--- src/rtl/mult_accumulator.sv ---
// mult_accumulator: sums N_TERMS consecutive multiplier products (each 0->1 edge of
// prod_valid captures one product). The dot-product result goes out on a valid/ready
// handshake. While a result is stalled, one further product can wait in a pending register.
// Optional feature: define MACC_SAT_EN for saturating adds and the acc_sat flag.
// Without it, adds wrap modulo 2^ACC_W and acc_sat is tied low.
module mult_accumulator #(
    parameter int unsigned N_TERMS = 4,
    parameter int unsigned ACC_W   = 12
) (
    input  logic             clk,
    input  logic             rst_n,
    input  logic [7:0]       prod_in,
    input  logic             prod_valid,
    input  logic             clear,
    output logic [ACC_W-1:0] acc_out,
    output logic             acc_valid,
    input  logic             acc_ready,
    output logic [4:0]       term_cnt,
    output logic             drop_err,
    output logic             acc_sat
);

    typedef enum logic {
        S_ACCUM,
        S_HOLD
    } state_t;

    localparam logic [4:0] LAST_CNT = 5'(N_TERMS - 1);

    state_t           state_q, state_d;
    logic             prod_valid_q, prod_valid_d;
    logic [ACC_W-1:0] sum_q, sum_d;
    logic [4:0]       term_cnt_q, term_cnt_d;
    logic [7:0]       pend_q, pend_d;
    logic             pend_vld_q, pend_vld_d;
    logic [ACC_W-1:0] acc_out_q, acc_out_d;
    logic             acc_valid_q, acc_valid_d;
    logic             drop_err_q, drop_err_d;
`ifdef MACC_SAT_EN
    logic             sum_sat_q, sum_sat_d;
    logic             acc_sat_q, acc_sat_d;
    logic [ACC_W:0]   sum_wide;
    logic             sat_now;
`endif

    logic             new_prod;
    logic             handshake;
    logic             take;
    logic [7:0]       term;
    logic [ACC_W-1:0] sum_next;

    // Next-state logic: edge detect, accumulate, stall handling and pending-register drain
    always_comb begin
        state_d      = state_q;
        prod_valid_d = prod_valid;
        sum_d        = sum_q;
        term_cnt_d   = term_cnt_q;
        pend_d       = pend_q;
        pend_vld_d   = pend_vld_q;
        acc_out_d    = acc_out_q;
        acc_valid_d  = acc_valid_q;
        drop_err_d   = drop_err_q;
`ifdef MACC_SAT_EN
        sum_sat_d    = sum_sat_q;
        acc_sat_d    = acc_sat_q;
        sum_wide     = '0;
        sat_now      = 1'b0;
`endif
        new_prod  = prod_valid && !prod_valid_q;
        handshake = acc_valid_q && acc_ready;
        take      = 1'b0;
        term      = '0;
        sum_next  = '0;

        if (clear) begin
            state_d     = S_ACCUM;
            sum_d       = '0;
            term_cnt_d  = '0;
            pend_d      = '0;
            pend_vld_d  = 1'b0;
            acc_valid_d = 1'b0;
            drop_err_d  = 1'b0;
`ifdef MACC_SAT_EN
            sum_sat_d   = 1'b0;
            acc_sat_d   = 1'b0;
`endif
        end else if (state_q == S_HOLD && !handshake) begin
            if (new_prod) begin
                if (!pend_vld_q) begin
                    pend_d     = prod_in;
                    pend_vld_d = 1'b1;
                end else begin
                    drop_err_d = 1'b1;
                end
            end
        end else begin
            if (handshake) begin
                acc_valid_d = 1'b0;
                state_d     = S_ACCUM;
`ifdef MACC_SAT_EN
                acc_sat_d   = 1'b0;
`endif
            end
            // A waiting pending product is always older than a product arriving now,
            // so it is summed first and the new one takes its place in the register.
            if (pend_vld_q) begin
                take       = 1'b1;
                term       = pend_q;
                pend_vld_d = new_prod;
                if (new_prod) begin
                    pend_d = prod_in;
                end
            end else if (new_prod) begin
                take = 1'b1;
                term = prod_in;
            end

            if (take) begin
`ifdef MACC_SAT_EN
                sum_wide = {1'b0, sum_q} + (ACC_W + 1)'(term);
                sum_next = sum_wide[ACC_W] ? '1 : sum_wide[ACC_W-1:0];
                sat_now  = sum_sat_q || sum_wide[ACC_W];
`else
                sum_next = sum_q + ACC_W'(term);
`endif
                if (term_cnt_q == LAST_CNT) begin
                    acc_out_d   = sum_next;
                    acc_valid_d = 1'b1;
                    sum_d       = '0;
                    term_cnt_d  = '0;
                    state_d     = S_HOLD;
`ifdef MACC_SAT_EN
                    acc_sat_d   = sat_now;
                    sum_sat_d   = 1'b0;
`endif
                end else begin
                    sum_d      = sum_next;
                    term_cnt_d = term_cnt_q + 5'd1;
`ifdef MACC_SAT_EN
                    sum_sat_d  = sat_now;
`endif
                end
            end
        end
    end

    // State and output registers with asynchronous active-low reset
    always_ff @(posedge clk or negedge rst_n) begin
        if (!rst_n) begin
            state_q      <= S_ACCUM;
            prod_valid_q <= 1'b0;
            sum_q        <= '0;
            term_cnt_q   <= '0;
            pend_q       <= '0;
            pend_vld_q   <= 1'b0;
            acc_out_q    <= '0;
            acc_valid_q  <= 1'b0;
            drop_err_q   <= 1'b0;
`ifdef MACC_SAT_EN
            sum_sat_q    <= 1'b0;
            acc_sat_q    <= 1'b0;
`endif
        end else begin
            state_q      <= state_d;
            prod_valid_q <= prod_valid_d;
            sum_q        <= sum_d;
            term_cnt_q   <= term_cnt_d;
            pend_q       <= pend_d;
            pend_vld_q   <= pend_vld_d;
            acc_out_q    <= acc_out_d;
            acc_valid_q  <= acc_valid_d;
            drop_err_q   <= drop_err_d;
`ifdef MACC_SAT_EN
            sum_sat_q    <= sum_sat_d;
            acc_sat_q    <= acc_sat_d;
`endif
        end
    end

    assign acc_out   = acc_out_q;
    assign acc_valid = acc_valid_q;
    assign term_cnt  = term_cnt_q;
    assign drop_err  = drop_err_q;
`ifdef MACC_SAT_EN
    assign acc_sat   = acc_sat_q;
`else
    assign acc_sat   = 1'b0;
`endif

endmodule

--- config.mk ---
export PLATFORM = sky130hd
export DESIGN_NAME = mult_accumulator
export DESIGN_NICKNAME = d
export VERILOG_FILES = /design/src/rtl/mult_accumulator.sv
export SDC_FILE = /design/constraint.sdc
export NUM_CORES = 1
export LEC_CHECK = 0
export ABC_AREA = 1
export CAP_MARGIN = 30
export CORE_ASPECT_RATIO = 1.5
export CORE_UTILIZATION = 57
export CTS_CLUSTER_DIAMETER = 100
export DETAILED_ROUTE_END_ITERATION = 8
export PLACE_DENSITY_LB_ADDON = 0.08
export SLEW_MARGIN = 25
export SYNTH_ARGS = -nofsm -noshare
export SYNTH_HDL_FRONTEND = slang
export SYNTH_SLANG_ARGS = --single-unit
--- constraint.sdc ---
create_clock -name clk -period 5.9 [get_ports clk]
set_input_delay 1.18 -clock clk [delete_from_list [all_inputs] [get_ports clk]]
set_output_delay 1.18 -clock clk [all_outputs]
set_load 0.01 [all_outputs]
==> results of run 1 <==
==> layer usage <==
| metal | vias up | wire [um] | GRT usage [%] |
|---|---|---|---|
| met3 | 9 | 129 | 3.89 |
| met2 | 34 | 2530 | 44.1 |
| met5 | - | 0 | 0 |
| met4 | 0 | 79 | 8.25 |
| li1 | 1039 | - | - |
| met1 | 950 | 2120 | 29.6 |
==> critical path: cells and delay by family <==
| family | cells | cell delay, ns |
|---|---|---|
| adder cells (fa/ha/maj) | 2 | 0.64 |
| AO/OA/AOI/OAI | 1 | 0.07 |
| buffers and inverters | 3 | 0.73 |
| AND/OR/NAND/NOR | 10 | 1.05 |
==> final timing paths <==
kind	start	end	slack, ns	cells past startpoint
max in group asynchronous	rst_n	acc_out[3]	4.67	1
min	acc_out[3]	acc_out[3]	0.48	2
max reg2reg	prod_valid_q	sum_q[8]	3.38	16
min in group asynchronous	rst_n	acc_out[10]	0.86	1
max	prod_valid	sum_q[8]	2.41	16
min reg2reg	acc_out[3]	acc_out[3]	0.48	2
==> logic make-up (layout without fill, tap and decap cells) <==
| family | count (synthesis) | in the layout | share of synthesized area (%) |
|---|---|---|---|
| simple gates | 166 | 166 | 28.9 |
| buf+inv | 47 | 78 | 8.59 |
| flops | 42 | 42 | 43.7 |
| compound gates | 37 | 37 | 10.0 |
| fa+ha+maj | 11 | 11 | 6.04 |
| xor+xnor | 7 | 7 | 2.55 |
| other cells | 1 | 1 | 0.156 |
==> cell usage after synthesis <==
cell / number
nand2_2: 4
nor3_1: 1
xor2_1: 6
inv_2: 5
clkinv_1: 1
a32o_1: 1
nand3_1: 22
nor3_4: 1
a21o_1: 1
ha_1: 10
a21oi_1: 4
dfrtp_1: 42
o22ai_1: 2
fa_1: 1
buf_6: 2
nand3b_1: 2
conb_1: 1
inv_1: 33
a31oi_1: 1
o21ai_0: 16
xnor2_1: 1
clkbuf_1: 2
a21oi_2: 1
nor2_1: 11
a22o_1: 3
nor2_2: 1
o21ai_2: 8
nand2_1: 120
nand4_1: 4
buf_4: 4
==> per-stage QoR <==
| stage | cells | hold slack (ns) | cell area [um2] |
|---|---|---|---|
| 2_1_floorplan | 311 | 0.450 | 2400 |
| 6_report | 387 | 0.479 | 2800 |
| 3_5_place_dp | 379 | 0.464 | 2710 |
| 4_1_cts | 387 | 0.485 | 2800 |
| 3_3_place_gp | 379 | 0.455 | 2710 |
| 5_1_grt | 387 | 0.501 | 2800 |
==> placed cells by master (no fill, tap or decap), types with 2 or more instances in the layout <==
| cell | netlist | final |
|---|---|---|
| nand3b_1 | 2 | 2 |
| nor2_1 | 11 | 11 |
| o22ai_1 | 2 | 2 |
| dfrtp_1 | 42 | 42 |
| o21ai_2 | 8 | 8 |
| a21oi_1 | 4 | 4 |
| ha_1 | 10 | 10 |
| clkbuf_8 | 0 | 6 |
| nand3_1 | 22 | 22 |
| inv_2 | 5 | 5 |
| o21ai_0 | 16 | 16 |
| clkdlybuf4s50_1 | 0 | 30 |
| a22o_1 | 3 | 3 |
| nand2_1 | 120 | 120 |
| xor2_1 | 6 | 6 |
| nand4_1 | 4 | 4 |
| inv_1 | 33 | 33 |
| nand2_2 | 4 | 4 |
==> power breakdown <==
| group | leakage [nW] | switching (mW) | total (mW) | internal (mW) |
|---|---|---|---|---|
| registers | 0.569 | 0.00618 | 0.304 | 0.298 |
| logic | 0.938 | 0.0381 | 0.0632 | 0.0252 |
| clock network | 0.0472 | 0.101 | 0.195 | 0.0941 |
==> state kept, by name, indices dropped and copies added (netlist names) <==
signal,count
state_q,1
term_cnt,5
acc_out,12
prod_valid_q,1
sum_q,12
acc_valid,1
pend_vld_q,1
pend_q,8
drop_err,1
==> layout make-up <==
type,instances,area share (%)
Sequential cell,42,37.5
Inverter,39,5.22
Clock inverter,2,0.446
Timing Repair Buffer,31,11.0
Clock buffer,6,2.95
Tap cell,45,2.01
Multi-Input combinational cell,222,40.9
==> run metrics, run 1 <==
DRT Wirelength=4.86 mm; final estimated routing congestion in global placement=0.836; vias in the first global route=1880; largest net degree at the start of global routing=43; final hold vios=0; Slowest-stage cell, CP=fa_1; synthesized flop and latch total=42; Skew-Pair Late Insertion Delay=0.29 ns; Placeable Area=3990 um2; cell area after synthesis=2400 um2; die width=55.0 um; Starting Density=60.2%; nets@finish=365; Critical Path Max Stage Delay=0.42 ns; register area=1050 um2; RSZ-0062 raised after global routing=no; full die area=4490 um2; DP HPWL=3.54 mm; Iter 0 DRT Violations=42; Synth top area share=43.7%; Yosys cell types=30; CP Capture Type=flip-flop; Arr. time, crit path=3.68 ns; setup_tns=0 ns; clock buffer depth=2; Fin Clk Skew=0.00567 ns; vias per cell=5.25; share of layout cells above drive strength 1=8.48%; Synth Area per Inst=7.73 um2; Fill cells=345; worst vdd ir=153 uV; Power Total=0.562 mW; Buffers on Ports=31; sequential area share after synthesis=43.7%; crit path max fanout=10; status=finished clean; Synth Warn #=0; CTS Buf Count=5; H-tree levels=2; post-layout minimum cycle time=3.49 ns; Worst EP required=6.09 ns; crit-path cells=clkdlybuf4s50_1 -> nand2_1 -> clkinv_1 -> nand2_1 -> nand2_1 -> o21ai_0 -> inv_1 -> ha_1 -> fa_1 -> nand3_1 -> nand2_1 -> nand2_1 -> nand2_1 -> nor2_1 -> nand3b_1 -> nand2_1; Resize count post-CTS=0; Pre-antenna DRT Iters=4; pre-CTS setup slack=2.15 ns; ANT nets after route=0; Crit Path Category=primary input to flip-flop; Worst Tran Pin Value=0.897 ns; Slew Limit Fails=0; Period Utilization, post-route=59.1%; worst min path class=flip-flop to flip-flop; DRC violations left=0; clk sink count=42; io pins=33; Post-CTS Setup Bufs=0; CTS tree=done; final core utilization=70.2%; Max-Cap Viols=0; top cells by area, synth=dfrtp_1 (44%), nand2_1 (19%), ha_1 (5.2%), inv_1 (5.2%), nand3_1 (4.6%); clock transition at the registers of the reported paths=0.08 ns; Die Ht=81.5 um; clock root buffer=clkbuf_8; GR Util All Layers=24.9%; # setup viols final=0; post-synth top area cell=dfrtp_1; Wirelength per Cell=12.6 um; multi-input logic area=1150 um2; syn nets=335; PwrDens=200 nW/um2; Final WS setup=2.41 ns; achievable clock frequency=287 MHz; Critical Path Start Type=primary input; # diodes=0; total grt overflow=0; first-pass GRT wire length=8.20 mm; cts-stage hold buffer count=0; via count=2032; CP dominant cell by count=nand2_1; Mapped Cells=311; # rows=28; initial antenna violation count=0; static leakage=1.55 nW; synth-to-layout area growth=16.6%; Max-Slew Margin vs Limit=40.0%
No activity file was read; power rests on OpenSTA's default activity.
==> run 2, diff against run 1 <==
--- a/config.mk
+++ b/config.mk
@@ -8,7 +8,7 @@
 export ABC_AREA = 1
 export CAP_MARGIN = 30
 export CORE_ASPECT_RATIO = 1.5
-export CORE_UTILIZATION = 57
+export CORE_UTILIZATION = 49
 export CTS_CLUSTER_DIAMETER = 100
 export DETAILED_ROUTE_END_ITERATION = 8
 export PLACE_DENSITY_LB_ADDON = 0.08
==> constraint.sdc (replaced) <==
create_clock -name clk -period 3 [get_ports clk]
set_input_delay 0.6 -clock clk [delete_from_list [all_inputs] [get_ports clk]]
set_output_delay 0.6 -clock clk [all_outputs]
set_load 0.01 [all_outputs]
==> run 2 against run 1 <==
Core utilization decreased by 7.6 points; worst hold slack lost 0.21 ns; register-to-register slack worse by 2.7 ns; die area increased by 16%; largest cell class unchanged; count of clock-buffer cells in the layout fell by 1; power up 98%; via count shrank 0.39%; worst setup slack worse by 2.0 ns; sequential power up 96%; sequential share of layout area shrank 1.1 points; highest routed layer unchanged; largest power group unchanged.
==> run metrics, run 2 (synthesis results as in run 1) <==
# rows=30; Wirelength per Cell=12.1 um; static leakage=1.59 nW; io pins=33; largest net degree at the start of global routing=23; PwrDens=386 nW/um2; Die Ht=87.8 um; clock share of power=34.6%; GR Util All Layers=22.0%; DP HPWL=3.71 mm; Iter 0 DRT Violations=53; achievable clock frequency=381 MHz; Resize count post-CTS=0; # diodes=0; most common library cell in the layout ignoring fill and taps=nand2_1; reg2reg end=acc_out[8]; Post-CTS Setup Bufs=0; setup_tns=0 ns; vias in the first global route=2009; clk sink count=42; final estimated routing congestion in global placement=0.833; Switch Pwr=0.305 mW; vias per cell=4.91; first-pass GRT wire length=8.73 mm; DRT Wirelength=4.97 mm; pre-CTS setup slack=0.0339 ns; CP Capture Type=flip-flop; worst reg2reg setup slack=0.71 ns; Starting Density=52.1%; Flop pwr share=53.6%; cts-stage hold buffer count=0; initial antenna violation count=0; Pre-antenna DRT Iters=4; Buffers on Ports=31; multi-input logic area=1150 um2; synth-to-layout area growth=20.1%; register area=1050 um2; CTS tree=done; total grt overflow=0; Worst EP required=3.20 ns; ANT nets after route=0; H-tree levels=2; DRC violations left=0; Fin Clk Skew=0.00704 ns; via count=2024; full die area=5200 um2; worst min path class=primary input to asynchronous set/reset pin; CTS Buf Count=5; FF-to-FF Start=pend_vld_q; clock buffer depth=2; worst vdd ir=285 uV; finished layout cell area=2890 um2; Placeable Area=4620 um2; Skew-Pair Late Insertion Delay=0.30 ns; placed instance area=2790 um2; cells on worst reg2reg path=13; Worst Tran Pin Value=0.541 ns; RSZ-0062 raised after global routing=no; Max-Cap Viols=0; internal cell power=0.810 mW; Crit Path Category=primary input to flip-flop; nets@finish=371; Arr. time, crit path=2.83 ns; most frequent cells in the layout=nand2_1 (120), dfrtp_1 (42), inv_1 (33), clkdlybuf4s50_1 (30), nand3_1 (22); Fill cells=464; status=finished clean; Slew Limit Fails=0; Logic pwr share=11.8%; clock root buffer=clkbuf_8; clock transition at the registers of the reported paths=0.09 ns; Final WS setup=0.376 ns; die width=59.2 um; post-layout minimum cycle time=2.62 ns; final hold vios=0; crit path max fanout=4; Critical Path Start Type=primary input; Period Utilization, post-route=87.5%; Switching Share=27.3%; # setup viols final=0; share of layout cells above drive strength 1=10.1%; Max-Slew Margin vs Limit=63.8%
[run 2: cell count changes in the layout (fill, tap and decap cells not counted)]
cell      before  now
buf_2          0    1
clkbuf_8       6    5
clkinv_2       1    0
buf_4          1    5
clkinv_4       0    1
inv_6          0    1
buf_16         0    1
[run 2: through the flow]
| step | util [%] | hold slack, ns | std cells | total power, mW |
|---|---|---|---|---|
| floorplan | - | 0.304 | 311 | 0.682 |
| global placement | 59.9 | 0.454 | 403 | 0.737 |
| detailed placement | 60.5 | 0.462 | 404 | 0.742 |
| CTS | 62.5 | 0.286 | 412 | 1.13 |
| global route | 62.5 | 0.316 | 412 | 1.17 |
| finish | 62.5 | 0.266 | 412 | 1.11 |
[run 2: power by group through the flow]
stage / clock [mW] / combinational [mW] / sequential, mW
3_5_place_dp: 0 / 0.134 / 0.609
2_1_floorplan: 0 / 0.0735 / 0.609
6_report: 0.386 / 0.132 / 0.597
4_1_cts: 0.394 / 0.134 / 0.597
5_1_grt: 0.417 / 0.150 / 0.600
3_3_place_gp: 0 / 0.128 / 0.608
[run 2: worst max-delay path by stage]
stage | startpoint | to | slack [ns] | cells past startpoint
5_1_grt | prod_valid | sum_q[7] | 0.14 | 16
3_3_place_gp | prod_valid | acc_out[8] | 0.06 | 16
3_5_place_dp | prod_valid | acc_out[8] | 0.03 | 16
2_1_floorplan | prod_valid | acc_out[8] | 0.60 | 15
4_1_cts | prod_valid | acc_out[8] | 0.36 | 16
6_report | prod_valid | acc_out[8] | 0.38 | 16
[run 2: final cells by class]
cell class	instances	area share (%)
inverters	39	5.07
repair buffers	37	12.8
clock inverters	3	0.867
flip-flops and latches	42	36.4
multi-input cells	222	39.7
well taps	64	2.77
clock buffers	5	2.38
[run 2: layer usage]
metal  vias up  part of all wire, %  GRT usage, %
met5         -                    0             0
met4         0                  1.2          6.49
met3         7                  2.4          3.10
met2        32                   52          39.8
met1       927                   44          26.5
li1       1058                    -             -
[run 2: worst max-delay path: stages]
cell	delay (ns)
clkdlybuf4s50_1	0.42
nand2_1	0.13
clkinv_1	0.09
nand2_1	0.06
nand2_1	0.05
o21ai_0	0.07
inv_1	0.06
ha_1	0.22
fa_1	0.41
nand3_1	0.10
nand2_1	0.11
nand2_1	0.08
nand2_1	0.11
nor2_1	0.12
nand3b_1	0.13
nand2_1	0.05
